$ cat config.mk
export PLATFORM = sky130hd
export DESIGN_NAME = design_mux
export DESIGN_NICKNAME = d
export VERILOG_FILES = /design/src/rtl/design_mux_pkg.sv /design/src/rtl/design_mux_sync_2ff.sv /design/src/rtl/design_mux.sv
export SDC_FILE = /design/constraint.sdc
export NUM_CORES = 1
export LEC_CHECK = 0
export ABC_CLOCK_PERIOD_IN_PS = 3900
export BUFFER_PORTS_ARGS = -buffer_cell sky130_fd_sc_hd__clkbuf_2
export CAP_MARGIN = 40
export CORE_ASPECT_RATIO = 0.9
export CORE_MARGIN = 2
export CORE_UTILIZATION = 48
export DETAILED_ROUTE_END_ITERATION = 10
export PLACE_DENSITY = 0.95
export SYNTH_ARGS = -nofsm -noshare
export SYNTH_HDL_FRONTEND = slang
export SYNTH_SLANG_ARGS = --single-unit
export TNS_END_PERCENT = 50
$ cat constraint.sdc
create_clock -name clk -period 3.9 [get_ports clk]
set_input_delay 0.39 -clock clk [delete_from_list [all_inputs] [get_ports clk]]
set_output_delay 0.39 -clock clk [all_outputs]
set_load 0.005 [all_outputs]
$ cat src/rtl/design_mux_pkg.sv
// Shared types, default parameter values and bus helpers for the design-selection mux.
package design_mux_pkg;

  localparam int unsigned DEF_NUM_DESIGNS   = 16;
  localparam int unsigned DEF_OUT_WIDTH     = 8;
  localparam int unsigned DEF_SEL_WIDTH     = 4;
  localparam int unsigned DEF_STABLE_CYCLES = 4;
  localparam int unsigned DEF_BLANK_CYCLES  = 8;
  localparam int unsigned DEF_SAFE_VALUE    = 0;

  // Upper bounds for the generic slice helper; the caller truncates the result.
  localparam int unsigned SLICE_BUS_MAX = 4096;
  localparam int unsigned SLICE_OUT_MAX = 256;

  typedef enum logic [1:0] {
    ST_ACTIVE   = 2'd0,
    ST_DEBOUNCE = 2'd1,
    ST_BLANK    = 2'd2
  } state_e;

  // Returns slice idx of width 'width' from a flattened bus (LSB-aligned).
  function automatic logic [SLICE_OUT_MAX-1:0] get_slice(
    input logic [SLICE_BUS_MAX-1:0] bus,
    input int unsigned              idx,
    input int unsigned              width
  );
    logic [SLICE_BUS_MAX-1:0] shifted;
    shifted = bus >> (idx * width);
    return shifted[SLICE_OUT_MAX-1:0];
  endfunction

endpackage

$ cat src/rtl/design_mux_sync_2ff.sv
// Parametrised-width two-flop synchroniser with asynchronous active-low reset.
module sync_2ff #(
  parameter int unsigned WIDTH = 1
) (
  input  logic             clk,
  input  logic             rst_n,
  input  logic [WIDTH-1:0] d,
  output logic [WIDTH-1:0] q
);

  logic [WIDTH-1:0] meta;

  always_ff @(posedge clk or negedge rst_n) begin
    if (!rst_n) begin
      meta <= '0;
      q    <= '0;
    end else begin
      meta <= d;
      q    <= meta;
    end
  end

endmodule

$ cat src/rtl/design_mux.sv
// Glitch-free design-selection mux: synchronised, debounced and blanked select
// changes, with non-selected designs held in reset.
module design_mux
  import design_mux_pkg::*;
#(
  parameter int unsigned          NUM_DESIGNS   = DEF_NUM_DESIGNS,
  parameter int unsigned          OUT_WIDTH     = DEF_OUT_WIDTH,
  parameter int unsigned          SEL_WIDTH     = DEF_SEL_WIDTH,
  parameter int unsigned          STABLE_CYCLES = DEF_STABLE_CYCLES,
  parameter int unsigned          BLANK_CYCLES  = DEF_BLANK_CYCLES,
  parameter logic [OUT_WIDTH-1:0] SAFE_VALUE    = OUT_WIDTH'(DEF_SAFE_VALUE)
) (
  input  logic                           clk,
  input  logic                           rst_n,
  input  logic [SEL_WIDTH-1:0]           design_sel_in,
  input  logic [NUM_DESIGNS*OUT_WIDTH-1:0] design_outs_in,
  output logic [OUT_WIDTH-1:0]           mux_out,
  output logic [NUM_DESIGNS-1:0]         design_rst_n_out,
  output logic [SEL_WIDTH-1:0]           active_sel_out,
  output logic                           sel_valid_out,
  output logic                           switching_out
);

  localparam int unsigned CNT_MAX = (STABLE_CYCLES > BLANK_CYCLES) ? STABLE_CYCLES : BLANK_CYCLES;
  localparam int unsigned CNT_W   = $clog2(CNT_MAX + 1);

  logic [SEL_WIDTH-1:0] sel_sync;

  state_e               state, state_nxt;
  logic [CNT_W-1:0]     cnt, cnt_nxt;
  logic [SEL_WIDTH-1:0] cand, cand_nxt;
  logic [SEL_WIDTH-1:0] active_sel, active_nxt;

  logic [OUT_WIDTH-1:0]   mux_nxt;
  logic [NUM_DESIGNS-1:0] rstn_nxt;
  logic                   valid_nxt;
  logic                   switching_nxt;

  logic                   cur_valid;
  logic                   routed;
  logic [OUT_WIDTH-1:0]   active_slice;

  sync_2ff #(
    .WIDTH (SEL_WIDTH)
  ) u_sel_sync (
    .clk   (clk),
    .rst_n (rst_n),
    .d     (design_sel_in),
    .q     (sel_sync)
  );

  assign active_slice   = OUT_WIDTH'(get_slice(SLICE_BUS_MAX'(design_outs_in),
                                               32'(active_sel), OUT_WIDTH));
  assign cur_valid      = 32'(active_sel) < NUM_DESIGNS;
  // Old design keeps driving through DEBOUNCE; only BLANK cuts it off.
  assign routed         = (state != ST_BLANK) && cur_valid;
  assign active_sel_out = active_sel;

  // State, counter and output registers
  always_ff @(posedge clk or negedge rst_n) begin
    if (!rst_n) begin
      state            <= ST_BLANK;
      cnt              <= CNT_W'(1);
      cand             <= '0;
      active_sel       <= '0;
      mux_out          <= SAFE_VALUE;
      design_rst_n_out <= '0;
      sel_valid_out    <= 1'b1;
      switching_out    <= 1'b1;
    end else begin
      state            <= state_nxt;
      cnt              <= cnt_nxt;
      cand             <= cand_nxt;
      active_sel       <= active_nxt;
      mux_out          <= mux_nxt;
      design_rst_n_out <= rstn_nxt;
      sel_valid_out    <= valid_nxt;
      switching_out    <= switching_nxt;
    end
  end

  // Next-state and next-output logic
  always_comb begin
    state_nxt  = state;
    cnt_nxt    = cnt;
    cand_nxt   = cand;
    active_nxt = active_sel;
    mux_nxt    = SAFE_VALUE;
    rstn_nxt   = '0;

    case (state)
      ST_ACTIVE: begin
        if (sel_sync != active_sel) begin
          state_nxt = ST_DEBOUNCE;
          cand_nxt  = sel_sync;
          cnt_nxt   = CNT_W'(1);
        end
      end
      ST_DEBOUNCE: begin
        if (sel_sync == active_sel) begin
          state_nxt = ST_ACTIVE;
        end else if (sel_sync != cand) begin
          cand_nxt = sel_sync;
          cnt_nxt  = CNT_W'(1);
        end else if (cnt == CNT_W'(STABLE_CYCLES)) begin
          state_nxt  = ST_BLANK;
          active_nxt = cand;
          cnt_nxt    = CNT_W'(1);
        end else begin
          cnt_nxt = cnt + CNT_W'(1);
        end
      end
      ST_BLANK: begin
        if (cnt == CNT_W'(BLANK_CYCLES)) begin
          state_nxt = ST_ACTIVE;
        end else begin
          cnt_nxt = cnt + CNT_W'(1);
        end
      end
      default: begin
        state_nxt = ST_BLANK;
        cnt_nxt   = CNT_W'(1);
      end
    endcase

    if (routed) begin
      mux_nxt = active_slice;
    end
    for (int unsigned i = 0; i < NUM_DESIGNS; i++) begin
      rstn_nxt[i] = routed && (32'(active_sel) == i);
    end
    valid_nxt     = 32'(active_nxt) < NUM_DESIGNS;
    switching_nxt = (state_nxt != ST_ACTIVE);
  end

endmodule
==> impl_summary.md <==
Final layout
The filler cell count is 440. The post-route non-filler standard cell count is 432. Relative to the synthesized area, the layout overhead comes to 33.90%.

The layout net count is 501. For this run, the share of the core covered by cells in the final layout is 66.71%. The share of cells above drive strength 1 is 62.71%. In the final layout, flip-flops and latches occupy 1181 sq um. The antenna cell count is 0. The combined area of the multi-input logic cells is 1531 sq um.

Flow run
The tool flagged a number of max-cap violations equal to 0.

Clock tree
No sink is reached through more buffers than the 2 on the longest clock path. The number of gates resized after CTS was 0. The later pin in the worst-skew pair is clocked with a latency of 0.31 ns. The CTS clock-pin slew for the worst setup and hold paths is 0.09 ns. The clock root buffer master is sky130_fd_sc_hd__clkbuf_8.

The total CTS buffers is 5. CTS built an H-tree with a depth of 2. The number of setup buffers added after CTS is 0. The number of clock sinks seen by CTS is 47. After clock tree synthesis, the flow added hold-fix buffers numbering 0. The clock tree from TritonCTS is yes.

Logic synthesis
The cell count after synthesis came out at 203. When the netlist entered floorplanning its net count stood at 343. In this run, synthesis produced a sequential element count of 47. The netlist uses 34 different library cells. The register area share after synthesis is 41.84%.

Dividing the synthesized area by the synthesized cell count gives 13.89 sq um. After synthesis the cells add up to 2820 sq um. Yosys attributes the largest share of cell area to sky130_fd_sc_hd__dfrtp_1 (39%), sky130_fd_sc_hd__mux4_2 (32%), sky130_fd_sc_hd__mux2_2 (3.2%). After synthesis, the largest area contributor takes up 39.04% of total cell area. The biggest area consumer among synthesized cells is sky130_fd_sc_hd__dfrtp_1. The number of warnings printed during yosys synthesis is 0.

Setup path
STA classifies the critical path endpoint as a register. The maximum fanout along the worst path is 15. The sum of buffers and inverters on the critical path is 0. On the critical path, the stage with the largest delay is an instance of sky130_fd_sc_hd__dfrtp_1. The kind of cell with the highest combined delay along the critical path is flip-flops. Walking the worst path, the cells encountered are xnor2_1 -> nand4_1 -> nor4b_2 -> mux2_2. Data on the critical path is required at its endpoint by 4.08 ns. STA classifies the critical path startpoint as a register. The delay of the slowest cell on the worst path is 0.87 ns.

For the worst setup path, the data arrival time is 2.51 ns. The category of the critical setup timing path is reg -> reg.

STA
Between clock sinks in the finished design, the worst skew comes to 0.01435 ns. The total negative slack for setup checks is 0 ns. The time the worst path needs with I/O delays and setup is 2.325 ns.

The number of hold-slack violations in the final timing report is 0. The worst pin sits at a relative slew slack of 46.64%. The final number of max-transition violations is 0. Setup violations remaining at the end of the flow were counted as 0. Based on the critical path, the design can be clocked at up to 430.1 MHz. Final hold analysis gives a worst-case slack of 0.1635 ns. The transition at the pin with the smallest max-transition slack is 0.8004 ns. The post-route clock period utilization is 59.62%.

Setup repair after global routing left no endpoint under its margin.

Die
The floorplan has 26 rows. The starting density of the core is 49.82%. The count of boundary I/O pins is 164. The placeable core area is 5660 sq um. From bottom edge to top edge, the die measures 76.72 um. The area enclosed by the die boundary is 6505 sq um. The floorplan step set the die width to 84.80 um.

Pwr
For this design the static power due to leakage is 1.813 nW. For this design the ratio of total power to cell area is 329.3 nW/um^2. The part of the total power dissipated in combinational logic is 24.7%.

The switching component of the power is 0.0003389 W. In this run, flip-flops and latches consume 46.7% of the power. The internal portion of the total power is 0.0009045 W. The clock power share is 28.5%.

The worst voltage drop across the vdd grid is 295.9 uV. The switching share of total power is 27.25%.

GRT
Global routing consumed, on the met2 layer, 43.86% of the routing resources. The via count of the first global-routing pass came to 2747. Entering global routing, the biggest net connects 48 pins.

Across every metal layer, demand over resource in global routing totals 25.23%. The layer with the highest usage after global routing is met2. The initial antenna violation count is 0.

The global-route wire length before repair is 12850 um. The met1 track utilization from global routing is 29.18%. Global routing used 6.243% of the available met3 tracks. Global routing finished with a remaining overflow of 0.

Detailed routing
The final antenna-violating net count is 0. After detailed routing, the average wire length per cell comes to 17.82 um. Detailed routing inserted a total of 2432 vias. The sum of routed wire length over all layers is 7697 um. The number of detailed-routing iterations run before antenna repair is 4. The post-detailed-route via-to-cell ratio is 5.630. The count of unresolved DRC violations after routing is 0. The starting DRC count in detailed routing is 106.

Placement
Counting tap cells, the placed design contains a total of 424 instances. After legalization and detailed placement, the total HPWL measured 6299 um. At the end of routability-driven placement, the weighted congestion stood at 0.8526. The number of buffers inserted by port buffering is 162.

Hold path
The classification of the worst-slack hold path is in -> async.

Outcome
The run finished with clean final reports.
==> flip-flops by register name, indices dropped and copies added (netlist names) <==
signal	count
u_sel_sync.meta	4
active_sel_out	4
mux_out	8
switching_out	1
u_sel_sync.q	4
cnt	4
design_rst_n_out	16
state	2
cand	4
==> power by group through the flow <==
stage	Sequential (W)	Combinational, W	Clock, W
2_1_floorplan	0.000582	0.000186	0
3_3_place_gp	0.000589	0.000293	0
3_5_place_dp	0.000591	0.000306	0
4_1_cts	0.000582	0.000310	0.000365
5_1_grt	0.000588	0.000346	0.000383
6_report	0.000581	0.000307	0.000355
==> path summary, 6_finish.rpt <==
check	startpoint	to	slack, ns	cells after the start
max in group asynchronous	rst_n	active_sel_out[0]	3.32	2
min in group clk	design_sel_in[1]	u_sel_sync.meta[1]	0.19	1
setup reg to reg	active_sel_out[2]	active_sel_out[1]	1.57	4
hold / removal	rst_n	mux_out[5]	0.16	2
hold reg to reg	u_sel_sync.meta[3]	u_sel_sync.q[3]	0.36	0
setup / recovery	active_sel_out[2]	active_sel_out[1]	1.57	4
==> worst register-to-register path: stages (launching register included) <==
cell	delay (ns)
sky130_fd_sc_hd__dfrtp_1	0.87
sky130_fd_sc_hd__xnor2_1	0.18
sky130_fd_sc_hd__nand4_1	0.24
sky130_fd_sc_hd__nor4b_2	0.53
sky130_fd_sc_hd__mux2_2	0.40
==> per-layer routing <==
metal | share of wire, % | vias to the layer above
met1 | 37 | 1208
met3 | 7.3 | 23
li1 | - | 1081
met5 | 0 | -
met2 | 53 | 120
met4 | 3.2 | 0
==> cells by family after synthesis <==
group | synth area share, %
and+or+nand+nor | 10.83
muxes | 35.49
DFF | 41.84
buffers and inverters | 3.860
AOI/OAI and AO/OA | 2.707
xor gates and xnor gates | 2.485
adders and majority gates | 2.662
other | 0.1330
==> cells in the final DEF, fill, tap and decap left out, types with 2 or more instances in the layout <==
master,netlist,routed
sky130_fd_sc_hd__dfrtp_1,44,43
sky130_fd_sc_hd__nand2_1,9,9
sky130_fd_sc_hd__nand2b_1,2,2
sky130_fd_sc_hd__nand3b_1,5,5
sky130_fd_sc_hd__nor3_1,4,4
sky130_fd_sc_hd__clkbuf_8,0,5
sky130_fd_sc_hd__dfstp_2,3,3
sky130_fd_sc_hd__mux2_2,8,8
sky130_fd_sc_hd__inv_1,6,6
sky130_fd_sc_hd__a21oi_1,4,4
sky130_fd_sc_hd__nand4_1,2,2
sky130_fd_sc_hd__ha_1,6,6
sky130_fd_sc_hd__mux4_2,40,40
sky130_fd_sc_hd__xnor2_1,8,8
sky130_fd_sc_hd__nor2_1,17,17
sky130_fd_sc_hd__buf_4,1,4
sky130_fd_sc_hd__o21ai_0,4,4
sky130_fd_sc_hd__nand3_1,6,6
sky130_fd_sc_hd__clkbuf_2,0,162
sky130_fd_sc_hd__and2_1,8,8
==> synth_stat cells (all sizes together) <==
master   number
dfstp         3
nand2         9
clkbuf        7
o21ai         4
xnor2         8
a21o          1
nand4         2
a31oi         1
nand3         6
ha            6
a211o         1
o211ai        1
nor2b         1
conb          1
or2           1
or3           1
o22ai         1
nor2         17
nor3          4
buf           8
nor4b         1
mux2i         1
dfrtp        44
and2          8
inv           6
nand3b        5
nand4bb       1
mux4         40
nand2b        2
a21oi         4
mux2          8
==> cell type report <==
| type | count | area share [%] |
|---|---|---|
| repair buffers | 166 | 22.27 |
| well taps | 70 | 2.319 |
| clock buffers | 5 | 1.822 |
| multi-input cells | 135 | 40.56 |
| flip-flops and latches | 47 | 31.28 |
| inverters | 6 | 0.5964 |
| clock inverters | 3 | 1.160 |
==> metrics by stage <==
stage | setup WS [ns] | cell area (sq um) | total power [W]
finish | 1.575 | 3776 | 0.001243
detailed placement | 1.571 | 3664 | 0.0008968
global placement | 1.652 | 3664 | 0.0008819
global route | 1.392 | 3776 | 0.001316
floorplan | 1.967 | 2820 | 0.0007678
CTS | 1.549 | 3776 | 0.001257
(Power assumes the default switching activity.)
